==> src/rtl/loader_pkg.sv <==
// Shared definitions for the UART-driven bus loader: protocol bytes, FSM states.
// Latency: n/a (declarations only).
// Backpressure: n/a.
package loader_pkg;

  // Command bytes received from the host
  localparam logic [7:0] CMD_W = 8'h57;  // 'W'
  localparam logic [7:0] CMD_R = 8'h52;  // 'R'

  // Single-byte replies sent back to the host
  localparam logic [7:0] RSP_OK  = 8'h2E;  // '.' write command finished
  localparam logic [7:0] RSP_BAD = 8'h3F;  // '?' unknown command byte
  localparam logic [7:0] RSP_TMO = 8'h21;  // '!' host went silent mid-command

  typedef enum logic [3:0] {
    IDLE,
    ADDR_HI,
    ADDR_LO,
    LEN,
    WDATA,
    WBUS,
    RBUS,
    RWAIT,
    RSEND,
    REPLY
  } state_t;

  // A length byte of zero encodes a full 256-byte transfer.
  function automatic logic [8:0] len_to_cnt(input logic [7:0] len);
    return (len == 8'd0) ? 9'd256 : {1'b0, len};
  endfunction

endpackage

==> src/rtl/loader_timeout.sv <==
// Inter-byte watchdog: counts idle cycles while enabled, flags when TIMEOUT is reached.
// Latency: o_expired is high from the cycle the count equals TIMEOUT (registered count).
// Backpressure: none; i_clr or a dropped i_en restarts the count from zero.
//
// Ports:
//   clk, rst   clock and synchronous active-high reset
//   i_clr      restart the count (a byte arrived)
//   i_en       count only while the command parser waits for a host byte
//   o_expired  count reached TIMEOUT while enabled
module loader_timeout #(
  parameter int TIMEOUT = 2000000
) (
  input  logic clk,
  input  logic rst,
  input  logic i_clr,
  input  logic i_en,
  output logic o_expired
);

  localparam int W = $clog2(TIMEOUT + 1);
  localparam logic [W-1:0] LIMIT = W'(TIMEOUT);

  logic [W-1:0] r_cnt;

  always_ff @(posedge clk) begin
    if (rst || i_clr || !i_en) begin
      r_cnt <= '0;
    end else if (r_cnt != LIMIT) begin
      // saturate so the flag stays up until the FSM reacts
      r_cnt <= r_cnt + W'(1);
    end
  end

  assign o_expired = i_en && (r_cnt == LIMIT);

endmodule

==> src/rtl/uart_bus_loader.sv <==
// Serial-command bus initiator: host bytes in, memory bus read/write cycles, reply bytes out.
// Latency: bus_req 1 cycle after the triggering byte; read data on tx 2 cycles after AB is driven.
// Backpressure: tx bytes held until tx_ready; bus cycles stall until bus_gnt; extra rx bytes dropped.
//
// Ports:
//   clk, rst                 clock and synchronous active-high reset
//   rx_data/rx_valid         received byte strobe from the UART receiver
//   tx_data/tx_valid/tx_ready byte towards the UART transmitter (valid/ready)
//   bus_req/bus_gnt          bus ownership request and arbiter grant
//   AB/DO/DI/WE              memory bus: address, write data, read data, write enable
module uart_bus_loader
  import loader_pkg::*;
#(
  parameter int TIMEOUT = 2000000
) (
  input  logic        clk,
  input  logic        rst,
  input  logic [7:0]  rx_data,
  input  logic        rx_valid,
  output logic [7:0]  tx_data,
  output logic        tx_valid,
  input  logic        tx_ready,
  output logic        bus_req,
  input  logic        bus_gnt,
  output logic [15:0] AB,
  output logic [7:0]  DO,
  input  logic [7:0]  DI,
  output logic        WE
);

  state_t      r_state;
  state_t      w_state_nxt;

  // command datapath
  logic [15:0] r_addr;
  logic [8:0]  r_cnt;
  logic        r_wr;
  logic [7:0]  r_wbyte;
  logic        r_rd_ph;   // RWAIT spans two cycles: AB on the bus, then DI valid

  // registered outputs and their next values
  logic [15:0] r_ab, w_ab_nxt;
  logic [7:0]  r_do, w_do_nxt;
  logic        r_we, w_we_nxt;
  logic        r_bus_req, w_bus_req_nxt;
  logic        r_tx_vld, w_tx_vld_nxt;
  logic [7:0]  r_tx_dat, w_tx_dat_nxt;

  logic        w_tmo_en;
  logic        w_expired;
  logic        w_tmo;
  logic        w_is_cmd;
  logic        w_tx_hs;
  logic        w_last;

  assign w_tmo_en = (r_state == ADDR_HI) || (r_state == ADDR_LO) ||
                    (r_state == LEN)     || (r_state == WDATA);
  // a byte arriving in the expiry cycle still counts as on time
  assign w_tmo    = w_expired && !rx_valid;
  assign w_is_cmd = (rx_data == CMD_W) || (rx_data == CMD_R);
  assign w_tx_hs  = r_tx_vld && tx_ready;
  assign w_last   = (r_cnt == 9'd1);

  loader_timeout #(
    .TIMEOUT (TIMEOUT)
  ) u_timeout (
    .clk       (clk),
    .rst       (rst),
    .i_clr     (rx_valid),
    .i_en      (w_tmo_en),
    .o_expired (w_expired)
  );

  // ---------------- state register ----------------
  always_ff @(posedge clk) begin
    if (rst) begin
      r_state <= IDLE;
    end else begin
      r_state <= w_state_nxt;
    end
  end

  // ---------------- next-state logic ----------------
  always_comb begin
    w_state_nxt = r_state;
    unique case (r_state)
      IDLE: begin
        if (rx_valid) w_state_nxt = w_is_cmd ? ADDR_HI : REPLY;
      end
      ADDR_HI: begin
        if (rx_valid)   w_state_nxt = ADDR_LO;
        else if (w_tmo) w_state_nxt = REPLY;
      end
      ADDR_LO: begin
        if (rx_valid)   w_state_nxt = LEN;
        else if (w_tmo) w_state_nxt = REPLY;
      end
      LEN: begin
        if (rx_valid)   w_state_nxt = r_wr ? WDATA : RBUS;
        else if (w_tmo) w_state_nxt = REPLY;
      end
      WDATA: begin
        if (rx_valid)   w_state_nxt = WBUS;
        else if (w_tmo) w_state_nxt = REPLY;
      end
      WBUS: begin
        if (bus_gnt) w_state_nxt = w_last ? REPLY : WDATA;
      end
      RBUS: begin
        if (bus_gnt) w_state_nxt = RWAIT;
      end
      RWAIT: begin
        if (r_rd_ph) w_state_nxt = RSEND;
      end
      RSEND: begin
        if (w_tx_hs) w_state_nxt = w_last ? IDLE : RBUS;
      end
      REPLY: begin
        if (w_tx_hs) w_state_nxt = IDLE;
      end
      default: w_state_nxt = IDLE;
    endcase
  end

  // ---------------- output logic (next values of registered outputs) ----------------
  always_comb begin
    w_ab_nxt     = r_ab;
    w_do_nxt     = r_do;
    w_we_nxt     = 1'b0;
    w_tx_dat_nxt = r_tx_dat;
    w_tx_vld_nxt = (w_state_nxt == RSEND) || (w_state_nxt == REPLY);
    // Request is held across WDATA gaps of a write in progress and through the
    // final WE cycle, so it falls one cycle after the last bus action.
    w_bus_req_nxt = (w_state_nxt == WBUS) || (w_state_nxt == RBUS) ||
                    (w_state_nxt == RWAIT) || (w_state_nxt == RSEND) ||
                    ((w_state_nxt == WDATA) && r_bus_req) ||
                    ((r_state == WBUS) && (w_state_nxt == REPLY));
    unique case (r_state)
      IDLE: begin
        if (rx_valid && !w_is_cmd) w_tx_dat_nxt = RSP_BAD;
      end
      ADDR_HI, ADDR_LO, LEN, WDATA: begin
        if (w_tmo) w_tx_dat_nxt = RSP_TMO;
      end
      WBUS: begin
        if (bus_gnt) begin
          w_ab_nxt = r_addr;
          w_do_nxt = r_wbyte;
          w_we_nxt = 1'b1;
          if (w_last) w_tx_dat_nxt = RSP_OK;
        end
      end
      RBUS: begin
        if (bus_gnt) w_ab_nxt = r_addr;
      end
      RWAIT: begin
        // taken regardless of bus_gnt: the cycle was already issued
        if (r_rd_ph) w_tx_dat_nxt = DI;
      end
      default: ;
    endcase
  end

  // ---------------- datapath and output registers ----------------
  always_ff @(posedge clk) begin
    if (rst) begin
      r_addr    <= '0;
      r_cnt     <= '0;
      r_wr      <= 1'b0;
      r_wbyte   <= '0;
      r_rd_ph   <= 1'b0;
      r_ab      <= '0;
      r_do      <= '0;
      r_we      <= 1'b0;
      r_bus_req <= 1'b0;
      r_tx_vld  <= 1'b0;
      r_tx_dat  <= '0;
    end else begin
      r_ab      <= w_ab_nxt;
      r_do      <= w_do_nxt;
      r_we      <= w_we_nxt;
      r_bus_req <= w_bus_req_nxt;
      r_tx_vld  <= w_tx_vld_nxt;
      r_tx_dat  <= w_tx_dat_nxt;
      unique case (r_state)
        IDLE:    if (rx_valid) r_wr <= (rx_data == CMD_W);
        ADDR_HI: if (rx_valid) r_addr[15:8] <= rx_data;
        ADDR_LO: if (rx_valid) r_addr[7:0] <= rx_data;
        LEN:     if (rx_valid) r_cnt <= len_to_cnt(rx_data);
        WDATA:   if (rx_valid) r_wbyte <= rx_data;
        WBUS: begin
          if (bus_gnt) begin
            r_addr <= r_addr + 16'd1;
            r_cnt  <= r_cnt - 9'd1;
          end
        end
        RWAIT:   r_rd_ph <= !r_rd_ph;
        RSEND: begin
          if (w_tx_hs) begin
            r_addr <= r_addr + 16'd1;
            r_cnt  <= r_cnt - 9'd1;
          end
        end
        default: ;
      endcase
    end
  end

  assign AB       = r_ab;
  assign DO       = r_do;
  assign WE       = r_we;
  assign bus_req  = r_bus_req;
  assign tx_valid = r_tx_vld;
  assign tx_data  = r_tx_dat;

endmodule

==> config.mk <==
export PLATFORM = sky130hd
export DESIGN_NAME = uart_bus_loader
export DESIGN_NICKNAME = d
export VERILOG_FILES = /design/src/rtl/loader_pkg.sv /design/src/rtl/loader_timeout.sv /design/src/rtl/uart_bus_loader.sv
export SDC_FILE = /design/constraint.sdc
export NUM_CORES = 1
export LEC_CHECK = 0
export ABC_CLOCK_PERIOD_IN_PS = 2400
export CORE_MARGIN = 10
export CORE_UTILIZATION = 30
export CTS_CLUSTER_DIAMETER = 100
export DETAILED_ROUTE_END_ITERATION = 7
export PLACE_DENSITY = 0.58
export SYNTH_ARGS = -nofsm -noshare
export SYNTH_HDL_FRONTEND = slang
export SYNTH_SLANG_ARGS = --single-unit
==> constraint.sdc <==
create_clock -name clk -period 2.4 [get_ports clk]
set_input_delay 0.24 -clock clk [delete_from_list [all_inputs] [get_ports clk]]
set_output_delay 0.24 -clock clk [all_outputs]
set_load 0.03 [all_outputs]
-- Word level (Yosys, flattened, before mapping)
Cells that the tools add are included.
- add/subtract/negate cells: 3
- equality and inequality tests: 29
- muxes and demuxes: 33
- bitwise gates (word level): 1
- reductions and logical operators: 39
- operators with widths (cell ; count):
    4-bit two-way mux ; 13
    8-bit two-way mux ; 6
    8-bit one-hot mux with 3 select lines ; 2
    4-bit one-hot mux with 10 select lines ; 1
    9-bit two-way mux ; 4
    4-bit by 3-bit == test with 1-bit output (second input constant) ; 8
    16-bit two-way mux ; 2
    8-bit one-hot mux with 4 select lines ; 1
    9-bit one-hot mux with 3 select lines ; 1
    21-bit by 1-bit adder with 21-bit output (second input constant) ; 1
    21-bit == test (second input constant) ; 1
    21-bit != test (second input constant) ; 1
    2-bit != test (second input constant) ; 9
    16-bit by 1-bit adder with 16-bit output (second input constant) ; 1
    4-bit == test (second input constant) ; 4
    8-bit by 7-bit == test with 1-bit output (second input constant) ; 2
    1-bit logical OR ; 12
    4-bit AND reduction ; 3
    9-bit by 1-bit == test with 1-bit output (second input constant) ; 1
    3-bit nonzero test ; 3
    9-bit by 1-bit subtractor with 9-bit output (second input constant) ; 1
    4-bit by 2-bit == test with 1-bit output (second input constant) ; 2
    8-bit zero test ; 1
    2-bit AND reduction ; 4
    12 further kinds ; 21
- flip-flop bits (word level): 95
- bits of input ports: 21
- output and inout port bits: 35
- word-level logic and storage cells: 119

-- Longest topological paths before layout
Gate-level depths: netlist of the first run.
- word-level depth: 15
- gate-level depth with buffers: 9

-- Modules after synthesis
From an unflattened synthesis of the first run, not the netlist that was laid out.
- cells, all modules: 589
- area, all modules: 4777.1 µm²
- modules (own cells, without submodules) (module ; times used ; cells each ; area an instance (µm²) ; seq. area each (µm²)):
    uart_bus_loader ; 1 ; 463 ; 3712.3 ; 1481.4
    loader_timeout ; 1 ; 126 ; 1064.8 ; 420.4

-- Worst setup path after synthesis of the first run
Ideal clock, no wire load.
- kind: reg-to-reg
- start point: register u_timeout.r_cnt[2]
- end point: register r_tx_dat[4] (netlist: tx_data[4])
- arrival: 2.259 ns
- data required time: 2.269 ns
- path slack: 0.010 ns
- stages on the path, launching flop included: 7
- period minus slack after synthesis: 2.390 ns
- path through: dfxtp_1 > or4b_4 > nor4_4 > a21oi_2 > or4_4 > a2111oi_0 > nor3_1
- cells in the longest elaborated chain, start to end: 5
- ends and longest elaborated chain (what ; RTL line ; text):
    start: declaration ; loader_timeout.sv:23 ; logic [W-1:0] r_cnt;
    start signal: assignment ; loader_timeout.sv:30 ; r_cnt <= r_cnt + W'(1);
    21-bit == test ; loader_timeout.sv:34 ; assign o_expired = i_en && (r_cnt == LIMIT);
    1-bit logical AND ; loader_timeout.sv:34 ;
    1-bit logical AND ; uart_bus_loader.sv:59 ; assign w_tmo = w_expired && !rx_valid;
    2-bit != test (no line) ; -- ;
    6-bit AND reduction (no line) ; -- ;
    end signal: assignment ; uart_bus_loader.sv:184 ; r_tx_dat <= w_tx_dat_nxt;
    end: declaration ; uart_bus_loader.sv:47 ; logic [7:0] r_tx_dat, w_tx_dat_nxt;
Every way passes these cells.
A chain may end at the register's enable or synchronous reset.

-- Worst setup path after layout of the first run
- start point: register u_timeout.r_cnt[2]
- end point: register r_tx_dat[5] (netlist: tx_data[5])
Same word-level chain as after synthesis.

==> results of run 1 <==
## synth_stat cells, types with 2 or more instances
| library cell | instances |
|---|---|
| sky130_fd_sc_hd__dfxtp_1 | 95 |
| sky130_fd_sc_hd__nor2_1 | 91 |
| sky130_fd_sc_hd__nand2_1 | 43 |
| sky130_fd_sc_hd__mux2i_1 | 36 |
| sky130_fd_sc_hd__o21ai_0 | 34 |
| sky130_fd_sc_hd__clkbuf_1 | 27 |
| sky130_fd_sc_hd__a21oi_1 | 26 |
| sky130_fd_sc_hd__nand3_1 | 17 |
| sky130_fd_sc_hd__nor3_1 | 13 |
| sky130_fd_sc_hd__xor2_1 | 11 |
| sky130_fd_sc_hd__a22oi_1 | 10 |
| sky130_fd_sc_hd__and3_1 | 10 |
| sky130_fd_sc_hd__inv_1 | 10 |
| sky130_fd_sc_hd__xnor2_1 | 10 |
| sky130_fd_sc_hd__a31oi_1 | 9 |
| sky130_fd_sc_hd__nand4_1 | 7 |
| sky130_fd_sc_hd__nor2b_1 | 7 |
| sky130_fd_sc_hd__or3_1 | 7 |
| sky130_fd_sc_hd__and4_1 | 6 |
| sky130_fd_sc_hd__nor3b_1 | 6 |
| sky130_fd_sc_hd__a211oi_1 | 5 |
| sky130_fd_sc_hd__ha_1 | 5 |
| sky130_fd_sc_hd__nand3b_1 | 5 |
| sky130_fd_sc_hd__nor4_1 | 5 |
| sky130_fd_sc_hd__or2_2 | 5 |
| sky130_fd_sc_hd__a21o_1 | 3 |
| sky130_fd_sc_hd__a311oi_1 | 3 |
| sky130_fd_sc_hd__nand2b_1 | 3 |
| sky130_fd_sc_hd__nand4b_1 | 3 |
| sky130_fd_sc_hd__o21a_1 | 3 |
| sky130_fd_sc_hd__or4b_4 | 3 |
| sky130_fd_sc_hd__a32oi_1 | 2 |
| sky130_fd_sc_hd__mux2_2 | 2 |
| sky130_fd_sc_hd__o21bai_1 | 2 |
| sky130_fd_sc_hd__o22a_1 | 2 |
| sky130_fd_sc_hd__o31ai_1 | 2 |
| sky130_fd_sc_hd__o41ai_1 | 2 |
## layer usage
metal  routed length, µm  track usage
met4                 132       0.0356
met1                5560        0.154
met3                 674       0.0400
met5                  13            0
met2                6600        0.216
## sequential cells by signal, summed over array words and instances (netlist names)
name and cells:
AB 16, DO 8, WE 1, bus_req 1
r_addr 16, r_cnt 9, r_rd_ph 1, r_state 4
r_wbyte 8, r_wr 1, tx_data 8, tx_valid 1
u_timeout.r_cnt 21
## metrics by stage
stage                      util  instances  setup slack, ps
after floorplan               -        555             9.67
after global placement    0.382        831             -128
after detailed placement  0.382        831             -132
after CTS                 0.405        850            -52.1
after global routing      0.408        851             -123
final                     0.408        851            -6.87
## final timing paths
| path | start | end | slack [ps] | depth (start not counted) |
|---|---|---|---|---|
| worst max-delay path | u_timeout.r_cnt[2] | tx_data[5] | -7 | 8 |
| worst min-delay path | rst | r_state[2] | 240 | 3 |
| worst max register to register | u_timeout.r_cnt[2] | tx_data[5] | -7 | 8 |
| worst min register to register | tx_data[6] | tx_data[6] | 460 | 2 |
## logic make-up after synthesis
family / after synthesis / share of synthesized area
AO/OA/AOI/OAI: 115 / 0.156
XOR/XNOR: 21 / 0.0395
adder cells (fa/ha/maj): 5 / 0.0134
buffers and inverters: 39 / 0.0334
flip-flops: 95 / 0.409
multiplexers: 38 / 0.0823
AND/OR/NAND/NOR: 242 / 0.266
## worst min-delay path, delay by kind of cell
family                 cells  cell delay (ps)
AO/OA/AOI/OAI              2              170
buffers and inverters      1              140
## power by group
| part | switching [mW] | internal (mW) | leakage [nW] |
|---|---|---|---|
| sequential | 0.120 | 1.71 | 0.769 |
| combinational | 0.963 | 0.796 | 1.35 |
| clock | 0.661 | 0.928 | 0.157 |
## final cells by class
type	instances	area [µm²]
Fill cell	1479	9000
Multi-Input combinational cell	421	2630
Sequential cell	95	1900
Timing Repair Buffer	121	1070
Tap cell	188	235
Clock buffer	9	225
Clock inverter	7	103
Inverter	10	37.5
## what timing repair did
| item | in CTS | in global routing |
|---|---|---|
| buffers inserted | 3 | 2 |
| resized for setup | 1 | 12 |
| endpoints found under the setup margin | 6 | 9 |
| pin swaps | 8 | 4 |
| hold buffers | 0 | 0 |
==> results_dict.tcl, run 1 <==
set metrics [dict create \
    total_leakage_power_nw 2.28 \
    chipWidth_um 145 \
    critPathMaxStageDelay_ps 550 \
    worst_hold_slack_ps 244 \
    fin_crit_sh 1.00 \
    insertedDiodeCount 0 \
    power-per-cell-area_mw_per_mm2 835 \
    arrival_ps 2680 \
    path_cells "or4b_4, nor4_4, a21oi_2, or4_4, buf_6, buf_6, nor2b_1, nor3_1" \
    die-height_um 145 \
    time_the_final_worst_path_needs_with_i_o_delays_and_setup_ps 2410 \
    most-common-layout-cells "94 x sky130_fd_sc_hd__dfxtp_1, 91 x sky130_fd_sc_hd__nor2_1, 61 x sky130_fd_sc_hd__buf_4, 54 x sky130_fd_sc_hd__clkdlybuf4s50_1, 41 x sky130_fd_sc_hd__nand2_1" \
    totalWireLength_um 13000 \
    placed_area_mm2 0.00580 \
    effective_utilization_at_floorplan 0.306 \
    maxCapViolations 0 \
    worst_setup_end_kind "flop" \
    clock_tree.buffer_depth 2 \
    slew_headroom 0.514 \
    drt_iter0_markers 277 \
    synth.lib_cells_used.distinct 62 \
    timing.critical_path.mode_cell "sky130_fd_sc_hd__buf_6" \
    finish.net_count 684 \
    first_pass_grt_wire_length_um 21700 \
    critical_path_class "flop to flop" \
    outcome "complete, but fails checks" \
    ys_top_cells_by_area "sky130_fd_sc_hd__dfxtp_1 41%, sky130_fd_sc_hd__mux2i_1 7.7%, sky130_fd_sc_hd__nor2_1 7.3%" \
    areaGrowthSynthToFinish_pct 33.3 \
    finalWeightedCongestion 0.854 \
    netlist_area_pre_place_mm2 0.00465 \
    hpwlAfterDp_um 9750 \
    timing.setup.tns_ps -8.53 \
    numCtsBuffers 9 \
    post_route_cells_drive_above_1_share 0.163 \
    synth-edff-count 0 \
    largest_clock_skew_in_the_final_design_ps 5.37 \
    worst-path-buf-inv 2 \
    grt_remaining_overflow 0 \
    start_kind "flop" \
    count_of_synthesis_stage_warnings_from_yosys 0 \
    worst_case_setup_margin_in_the_final_layout_ps -6.87 \
    wire_per_inst_um 15.3 \
    numPortBuffers 55 \
    fmax_mhz 415 \
    async_flop_share 0 \
    worst-slew-pin-transition_ps 729 \
    ios 56 \
    mostFrequentLayoutCell "sky130_fd_sc_hd__dfxtp_1" \
    rsz0062_at_grt "yes" \
    failed_checks "negative setup slack" \
    hold_viol_final 0 \
    grt_start_max_net_pins 69 \
    path_max_fanout 6 \
    cell_count_after_synthesis 555 \
    total_power_mw 5.18 \
    grt_pass1_vias 4303 \
    ir_worst_vdd_v 0.000492 \
    timing.critical_path.slowest_stage_cell "sky130_fd_sc_hd__or4b_4" \
    holdCritPathClass "primary input to flop" \
    detailedRoute.firstPassIterationCount 8 \
    core_area_mm2 0.0152 \
    vias_per_cell 5.20 \
    clk_pin_slew_ps 70 \
    via_count 4427 \
    syn_nets 581 \
    synth_sequential_area_ratio 0.409 \
    clk-insertion-delay-late_ps 350 \
    synthesis_stage_register_bit_count 95 \
    primary_flip_flop_cell_chosen_by_synthesis_mapping "sky130_fd_sc_hd__dfxtp_1" \
    cts_htree_levels 3 \
    setup_viol 2 \
    number_of_antenna_violations_at_the_first_check_in_global_routing 1 \
    timing_max_transition_violations_final 0 \
    placementRows 45 \
    critPathTopFamily "simple AND/OR/NAND/NOR gates" \
    grt_resource_usage_total 0.128 \
    clockRootBuffer "sky130_fd_sc_hd__clkbuf_16" \
    postRouteAntennaNets 0 \
    cts.sinks 95 \
    remaining_drcs 0 \
    post_layout_instance_area_mm2 0.00620 \
    netlist.area_leader.share 0.409 \
    post-synth-top-area-cell "sky130_fd_sc_hd__dfxtp_1" \
    area_of_the_die_mm2 0.0209 \
    syn-mean-instance-area_um2 8.38 \
    cts_tree "yes" \
    critPathRequiredTime_ps 2670 \
]
(Power assumes the default switching activity.)
==> run 2: changes to the inputs <==
--- a/config.mk
+++ b/config.mk
@@ -6,11 +6,13 @@
 export NUM_CORES = 1
 export LEC_CHECK = 0
 export ABC_CLOCK_PERIOD_IN_PS = 2400
+export CORE_ASPECT_RATIO = 1.1
 export CORE_MARGIN = 10
 export CORE_UTILIZATION = 30
 export CTS_CLUSTER_DIAMETER = 100
 export DETAILED_ROUTE_END_ITERATION = 7
 export PLACE_DENSITY = 0.58
+export SKIP_CTS_REPAIR_TIMING = 1
 export SYNTH_ARGS = -nofsm -noshare
 export SYNTH_HDL_FRONTEND = slang
 export SYNTH_SLANG_ARGS = --single-unit
==> results_dict.tcl, run 2 (same netlist as run 1, synthesis figures left out) <==
set metrics [dict create \
    setup_viol 4 \
    placementRows 47 \
    switching_power_mw 1.67 \
    cts_htree_levels 3 \
    total_power_mw 5.08 \
    clock_tree.buffer_depth 2 \
    detailedRoute.firstPassIterationCount 5 \
    worst_case_setup_margin_in_the_final_layout_ps -29.0 \
    fmax_mhz 412 \
    totalWireLength_um 12900 \
    first_pass_grt_wire_length_um 21000 \
    worst_hold_slack_ps 238 \
    largest_register_ffs 21 \
    critical_path_class "flop to flop" \
    time_the_final_worst_path_needs_with_i_o_delays_and_setup_ps 2430 \
    max_flop_register "u_timeout.r_cnt" \
    fin_crit_sh 1.01 \
    effective_utilization_at_floorplan 0.308 \
    clk_pin_slew_ps 70 \
    most-common-layout-cells "95 x sky130_fd_sc_hd__dfxtp_1, 91 x sky130_fd_sc_hd__nor2_1, 58 x sky130_fd_sc_hd__buf_4, 54 x sky130_fd_sc_hd__clkdlybuf4s50_1, 43 x sky130_fd_sc_hd__nand2_1" \
    finish.net_count 679 \
    timing_max_transition_violations_final 0 \
    grt_resource_usage_total 0.120 \
    outcome "complete, but fails checks" \
    holdCritPathClass "primary input to flop" \
    p_comb_frac 0.327 \
    total_leakage_power_nw 2.25 \
    numCtsBuffers 9 \
    via_count 4381 \
    slew_headroom 0.567 \
    post_layout_instance_area_mm2 0.00614 \
    ir_worst_vdd_v 0.000295 \
    arrival_ps 2700 \
    drt_iter0_markers 246 \
    p_int_mw 3.40 \
    maxCapViolations 0 \
    cts_tree "yes" \
    power_frac_seq 0.363 \
    area_of_the_die_mm2 0.0209 \
    power.share.switching 0.329 \
    mostFrequentLayoutCell "sky130_fd_sc_hd__dfxtp_1" \
    largest_clock_skew_in_the_final_design_ps 11.7 \
    die-height_um 151 \
    clk-insertion-delay-late_ps 350 \
    numPortBuffers 55 \
    critPathRequiredTime_ps 2670 \
    worst_setup_end_kind "flop" \
    path_max_fanout 6 \
    clockRootBuffer "sky130_fd_sc_hd__clkbuf_16" \
    hold_viol_final 0 \
    share_clk_of_total_power 0.310 \
    start_kind "flop" \
    vias_per_cell 5.12 \
    core_area_mm2 0.0151 \
    chipWidth_um 139 \
    power-per-cell-area_mw_per_mm2 826 \
    failed_checks "negative setup slack" \
    placed_area_mm2 0.00578 \
    grt_remaining_overflow 0 \
    finalWeightedCongestion 0.836 \
    grt_pass1_vias 4351 \
    ios 56 \
    place_ws_ps -130 \
    hpwlAfterDp_um 9370 \
    remaining_drcs 0 \
    cts.sinks 95 \
    grt_start_max_net_pins 61 \
    rsz0062_at_grt "yes" \
    postRouteAntennaNets 0 \
    areaGrowthSynthToFinish_pct 32.1 \
    worst-slew-pin-transition_ps 644 \
    number_of_antenna_violations_at_the_first_check_in_global_routing 1 \
    post_route_cells_drive_above_1_share 0.146 \
    wire_per_inst_um 15.1 \
]
==> run 2: path summary, 6_finish.rpt <==
| path | from | cells past startpoint | to | slack, ps |
|---|---|---|---|---|
| hold / removal | rst | 2 | tx_data[0] | 240 |
| setup reg to reg | u_timeout.r_cnt[6] | 6 | tx_data[2] | -30 |
| hold reg to reg | tx_data[7] | 2 | tx_data[7] | 460 |
| setup / recovery | u_timeout.r_cnt[6] | 6 | tx_data[2] | -30 |
==> run 2: metal layers <==
layer | share of wire | track usage | up-vias
li1 | - | - | 2182
met1 | 0.43 | 0.137 | 2092
met2 | 0.49 | 0.205 | 84
met3 | 0.054 | 0.0328 | 23
met4 | 0.021 | 0.0574 | 0
met5 | 0 | 0 | -
==> run 2: metrics by stage <==
step | std cells | TNS, ps | utilization
2_1_floorplan | 555 | 0 | -
3_3_place_gp | 835 | -321 | 0.382
3_5_place_dp | 835 | -574 | 0.382
4_1_cts | 851 | -303 | 0.404
5_1_grt | 854 | -836 | 0.406
6_report | 855 | -63.0 | 0.407
==> run 2: cell type report <==
type / instances / area [µm²]
fill: 1488 / 8970
antenna: 1 / 2.50
multi-input combinational: 422 / 2620
timing repair buffer: 115 / 1010
sequential: 95 / 1900
tap: 196 / 245
clock inverter: 6 / 91.3
clock buffer: 10 / 239
inverter: 10 / 37.5
==> run 2: power by group through the flow <==
stage	Clock [mW]	Combinational, mW	Sequential, mW
floorplan	0	0.898	1.97
global placement	0	1.57	1.87
detailed placement	0	1.59	1.88
CTS	1.61	1.60	1.84
global route	1.67	1.81	1.87
finish	1.57	1.66	1.84
==> run 2: worst max-delay path, stage by stage (launching register included) <==
cell and delay [ps]:
sky130_fd_sc_hd__dfxtp_1 310, sky130_fd_sc_hd__or4b_4 560, sky130_fd_sc_hd__nor4_4 320, sky130_fd_sc_hd__a21oi_2 110, sky130_fd_sc_hd__or4_4 530, sky130_fd_sc_hd__or3_1 390
sky130_fd_sc_hd__a21oi_1 130
